==> src/rtl/secret_accum_arb.sv <==
// Round-robin arbiter/sequencer sharing one gated-clock accumulator among NREQ requesters.
// Optional macro SECRET_ARB_PRIO_EN: requester 0 takes strict priority over the rotation.
module secret_accum_arb #(
    parameter int unsigned NREQ  = 4,
    parameter int unsigned CNT_W = 16
) (
    input  logic                 clk,
    input  logic                 rst_n,
    input  logic [NREQ-1:0]      req_valid,
    output logic [NREQ-1:0]      req_ready,
    input  logic [NREQ*32-1:0]   req_data,
    output logic                 rsp_valid,
    input  logic                 rsp_ready,
    output logic [2:0]           rsp_id,
    output logic [31:0]          rsp_data,
    output logic [31:0]          accum_in,
    output logic                 clk_en,
    input  logic [31:0]          accum_out,
    output logic [CNT_W-1:0]     txn_count,
    output logic                 busy
);
    localparam int unsigned DW    = 32;
    localparam int unsigned ID_W  = 3;
    localparam int unsigned SEL_W = $clog2(NREQ);

    typedef enum logic [1:0] {IDLE, ISSUE, CAPTURE, RESP} state_t;

    state_t          state;
    logic [ID_W-1:0] rr_ptr;
    logic [ID_W-1:0] lat_id;

    logic [DW-1:0]    data_arr [NREQ];
    logic             win_found;
    logic [SEL_W-1:0] win_sel;
    logic [SEL_W-1:0] cand_sel;
    logic [ID_W-1:0]  win_id;
    logic [ID_W-1:0]  next_ptr;
    logic [DW-1:0]    win_data;
    int unsigned      cand;

    for (genvar g = 0; g < NREQ; g++) begin : g_slice
        assign data_arr[g] = req_data[g*DW +: DW];
    end

    // First valid requester at or after rr_ptr, wrapping
    always_comb begin
        win_found = 1'b0;
        win_sel   = '0;
        cand      = 0;
        cand_sel  = '0;
        for (int unsigned k = 0; k < NREQ; k++) begin
            cand     = (32'(rr_ptr) + k) % NREQ;
            cand_sel = SEL_W'(cand);
            if (!win_found && req_valid[cand_sel]) begin
                win_found = 1'b1;
                win_sel   = cand_sel;
            end
        end
`ifdef SECRET_ARB_PRIO_EN
        if (req_valid[0]) begin
            win_found = 1'b1;
            win_sel   = '0;
        end
`endif
    end

    always_comb begin
        win_id   = ID_W'(win_sel);
        win_data = data_arr[win_sel];
        next_ptr = ((32'(win_id) + 32'd1) >= NREQ) ? '0 : win_id + ID_W'(1);
`ifdef SECRET_ARB_PRIO_EN
        // A requester-0 win does not disturb the rotation among the others
        if (win_id == '0) begin
            next_ptr = rr_ptr;
        end
`endif
    end

    always_comb begin
        req_ready = '0;
        if (state == IDLE && win_found) begin
            req_ready[win_sel] = 1'b1;
        end
    end

    // Sequencer: grant, one enabled accumulator edge, capture, respond
    always_ff @(posedge clk) begin
        if (!rst_n) begin
            state     <= IDLE;
            rr_ptr    <= '0;
            lat_id    <= '0;
            clk_en    <= 1'b0;
            accum_in  <= '0;
            rsp_valid <= 1'b0;
            rsp_id    <= '0;
            rsp_data  <= '0;
            txn_count <= '0;
            busy      <= 1'b0;
        end else begin
            case (state)
                IDLE: begin
                    if (win_found) begin
                        lat_id   <= win_id;
                        rr_ptr   <= next_ptr;
                        clk_en   <= 1'b1;
                        accum_in <= win_data;
                        busy     <= 1'b1;
                        state    <= ISSUE;
                    end
                end
                ISSUE: begin
                    clk_en   <= 1'b0;
                    accum_in <= '0;
                    state    <= CAPTURE;
                end
                CAPTURE: begin
                    rsp_data  <= accum_out;
                    rsp_id    <= lat_id;
                    rsp_valid <= 1'b1;
                    state     <= RESP;
                end
                RESP: begin
                    if (rsp_ready) begin
                        rsp_valid <= 1'b0;
                        txn_count <= txn_count + CNT_W'(1);
                        busy      <= 1'b0;
                        state     <= IDLE;
                    end
                end
                default: begin
                    state <= IDLE;
                end
            endcase
        end
    end
endmodule
==> config.mk <==
export PLATFORM = sky130hd
export DESIGN_NAME = secret_accum_arb
export DESIGN_NICKNAME = d
export VERILOG_FILES = /design/src/rtl/secret_accum_arb.sv
export SDC_FILE = /design/constraint.sdc
export NUM_CORES = 1
export LEC_CHECK = 0
export ABC_AREA = 1
export BUFFER_PORTS_ARGS = -buffer_cell sky130_fd_sc_hd__buf_2
export CAP_MARGIN = 40
export CELL_PAD_IN_SITES_DETAIL_PLACEMENT = 1
export CELL_PAD_IN_SITES_GLOBAL_PLACEMENT = 1
export CORE_MARGIN = 2
export CORE_UTILIZATION = 34
export CTS_CLUSTER_DIAMETER = 100
export DETAILED_ROUTE_END_ITERATION = 12
export GPL_TIMING_DRIVEN = 0
export HOLD_SLACK_MARGIN = 0.15
export PLACE_DENSITY = 0.9
export SYNTH_ARGS = -nofsm -noshare
export SYNTH_HDL_FRONTEND = slang
export SYNTH_SLANG_ARGS = --single-unit
==> constraint.sdc <==
create_clock -name clk -period 5.4 [get_ports clk]
set_input_delay 0.81 -clock clk [delete_from_list [all_inputs] [get_ports clk]]
set_output_delay 0.81 -clock clk [all_outputs]
set_load 0.005 [all_outputs]
==> summary.txt <==
First-pass iteration count of the detailed router = 4
Placeable Area = 15900 um^2
Worst-margin pin slew = 0.612 ns
Post-synth EDFFs = 0
CTS tree = done
Syn_nets = 1076
Layout cells sized above 1 = 28.4%
Most frequent cell after synthesis = nand2_1
Worst skew pair latency = 0.35 ns
Post-DP HPWL = 16.4 mm
Vias in the first global route = 7135
Post-DRT Antenna Nets = 0
Slew headroom = 59.2%
Final Routed Wirelength = 21.4 mm
Worst Hold Path Cells = 2
Largest net degree at the start of global routing = 19
YS warnings = 0
Critical Path Source = req_valid[3]
Drt drc = 0
WHS = 0.465 ns
Maximum vdd drop = 0.000209 V
Async SR Flop Fraction = 0%
First-pass GRT wire length = 35.2 mm
Initial antenna violation count = 2
Cells after Synth = 900
Worst R2R End = rr_ptr[1]
Clock slew at reported path FFs = 0.07 ns
Vias post-DR = 6731
Clock sink total = 91
Status = completed
Slew Limit Fails = 0
Non-filler instance count after layout = 1387
RR Startpoint = rr_ptr[0]
Gpl congestion = 0.877
Cts bufs inserted = 9
IO Count = 257
Area grow syn2layout = 33.5%
Primary FF master, synth = dfxtp_1
Setup ws final = 2.01 ns
H-tree Lvls = 3
Final instance area = 7420 um^2
Worst setup EP type = output port
Distinct cells, synth = 30
Die Span Y = 132 um
NumNets Final = 1341
Multi-input logic area = 2740 um^2
Initial DRC count = 253
Hold endpoint = clk_en
Post-place setup slack = 2.03 ns
Root Buffer = clkbuf_16
Vias per cell = 4.85
Tot Pwr = 4.25 mW
R2R Setup Slk = 2.97 ns
Seq/Total Area, Yosys = 32.8%
Clock buffer depth = 2
Die span in x = 132 um
# fillers = 2255
Total leakage power = 4.27 nW
Final TNS setup = 0 ns
# resized after CTS = 0
Port Buf Inserts = 254
CP arrival = 2.58 ns
Final period util = 62.8%
Number of synthesized register bits = 91
R2r worst-path depth = 14
Most area-consuming cells after synthesis = dfxtp_1 33%, nand2_1 14%, inv_1 11%
Setup Buffers After CTS = 0
Die area = 17400 um^2
Final Setup Violations = 0
Row cnt = 46
Fmax = 0.295 GHz
RSZ-0062 raised after global routing = no
GRT Overall Usage = 24.7%
Final min period = 3.39 ns
Total congestion overflow = 0
Max_cap viols = 0
Worst Path Required = 4.59 ns
Final core occ = 46.5%
Pwr dens = 573 nW/um^2
Synth top area share = 32.8%
Seq. cell area = 1820 um^2
Clock Skew = 0.0163 ns
Worst hold start = clk_en
Maximum fanout along the worst path = 11
Area leader, netlist = dfxtp_1
Drt wl/cell = 15.4 um
Post-Syn Area = 5560 um^2
CP Launch Type = primary input
Final hold vios = 0
Post-synthesis area per instance = 6.18 um^2
HP Class = flip-flop to flip-flop
Synth top cells by count = 208 x nand2_1, 167 x inv_1, 91 x dfxtp_1, 90 x nor2_1, 74 x nand3_1
Crit Path Category = primary input to output port
Cell Area, Placed = 7100 um^2
CTS Hold Bufs = 0
Initial Util = 34.9%
Post-Place Cells = 1370
==> flip-flops by register name, summed over array words and instances, names as in the netlist, 2 cells and up <==
name and cells:
accum_in 32, rsp_data 32, txn_count 16, lat_id 2, rr_ptr 2, rsp_id 2, state 2
==> worst max path at each step <==
stage / end / slack (ns) / cells after the start
after floorplan: req_ready[1] / 2.55 / 13
after global placement: req_ready[3] / 2.10 / 15
after detailed placement: req_ready[3] / 2.03 / 15
after CTS: req_ready[1] / 2.00 / 15
after global routing: req_ready[3] / 1.79 / 15
final: req_ready[1] / 2.01 / 15
==> cell usage in the layout, fill, tap and decap left out, drive strengths merged <==
cell / instances
nand3: 77
inv: 174
ha: 9
a31oi: 1
nor2: 95
clkbuf: 27
nor3: 7
nand4: 67
nor3b: 2
a211oi: 2
dfxtp: 91
nor4: 1
buf: 295
clkinv: 3
o21ai: 48
nand2: 216
bufinv: 1
a21oi: 48
conb: 1
clkinvlp: 1
diode: 1
o21a: 4
==> kinds of logic after synthesis <==
kind of cell               share of synthesized area, %
AOI/OAI and AO/OA                                  9.63
adders and majority gates                          2.03
and+or+nand+nor                                    37.5
buffers and inverters                              18.0
other                                            0.0674
DFF                                                32.8
==> power breakdown <==
| group | internal, mW | total [mW] | leakage, nW | switching, mW |
|---|---|---|---|---|
| combinational | 0.939 | 2.66 | 3.37 | 1.72 |
| sequential | 0.834 | 0.917 | 0.745 | 0.0833 |
| clock | 0.371 | 0.678 | 0.151 | 0.307 |
==> layer usage <==
metal	vias up	GRT usage (%)	share of wire [%]
met4	2	8.09	2.2
met1	3161	27.8	41
met5	-	0	0.061
met3	34	6.04	6.1
met2	187	45.3	50
li1	3347	-	-
==> critical path, stage by stage <==
cell and delay [ns]:
buf_2 0.11, inv_1 0.07, nand2_1 0.07, nand3_1 0.11, nand2_1 0.12, nor2_4 0.19, nand3_2 0.13, nand3_2 0.15
buf_6 0.17, buf_6 0.16, inv_1 0.07, ha_1 0.19, inv_1 0.05, nor2_1 0.03, buf_2 0.13
==> cell type report <==
type | count | share of cell area [%]
inverters | 172 | 8.77
flip-flops and latches | 91 | 24.5
well taps | 216 | 3.64
multi-input cells | 578 | 36.9
clock buffers | 9 | 3.03
repair buffers | 254 | 17.1
diodes | 1 | 0.0337
clock inverters | 7 | 1.23
plain buffers | 59 | 4.72
Note: power is estimated with default switching activity, not from simulation.
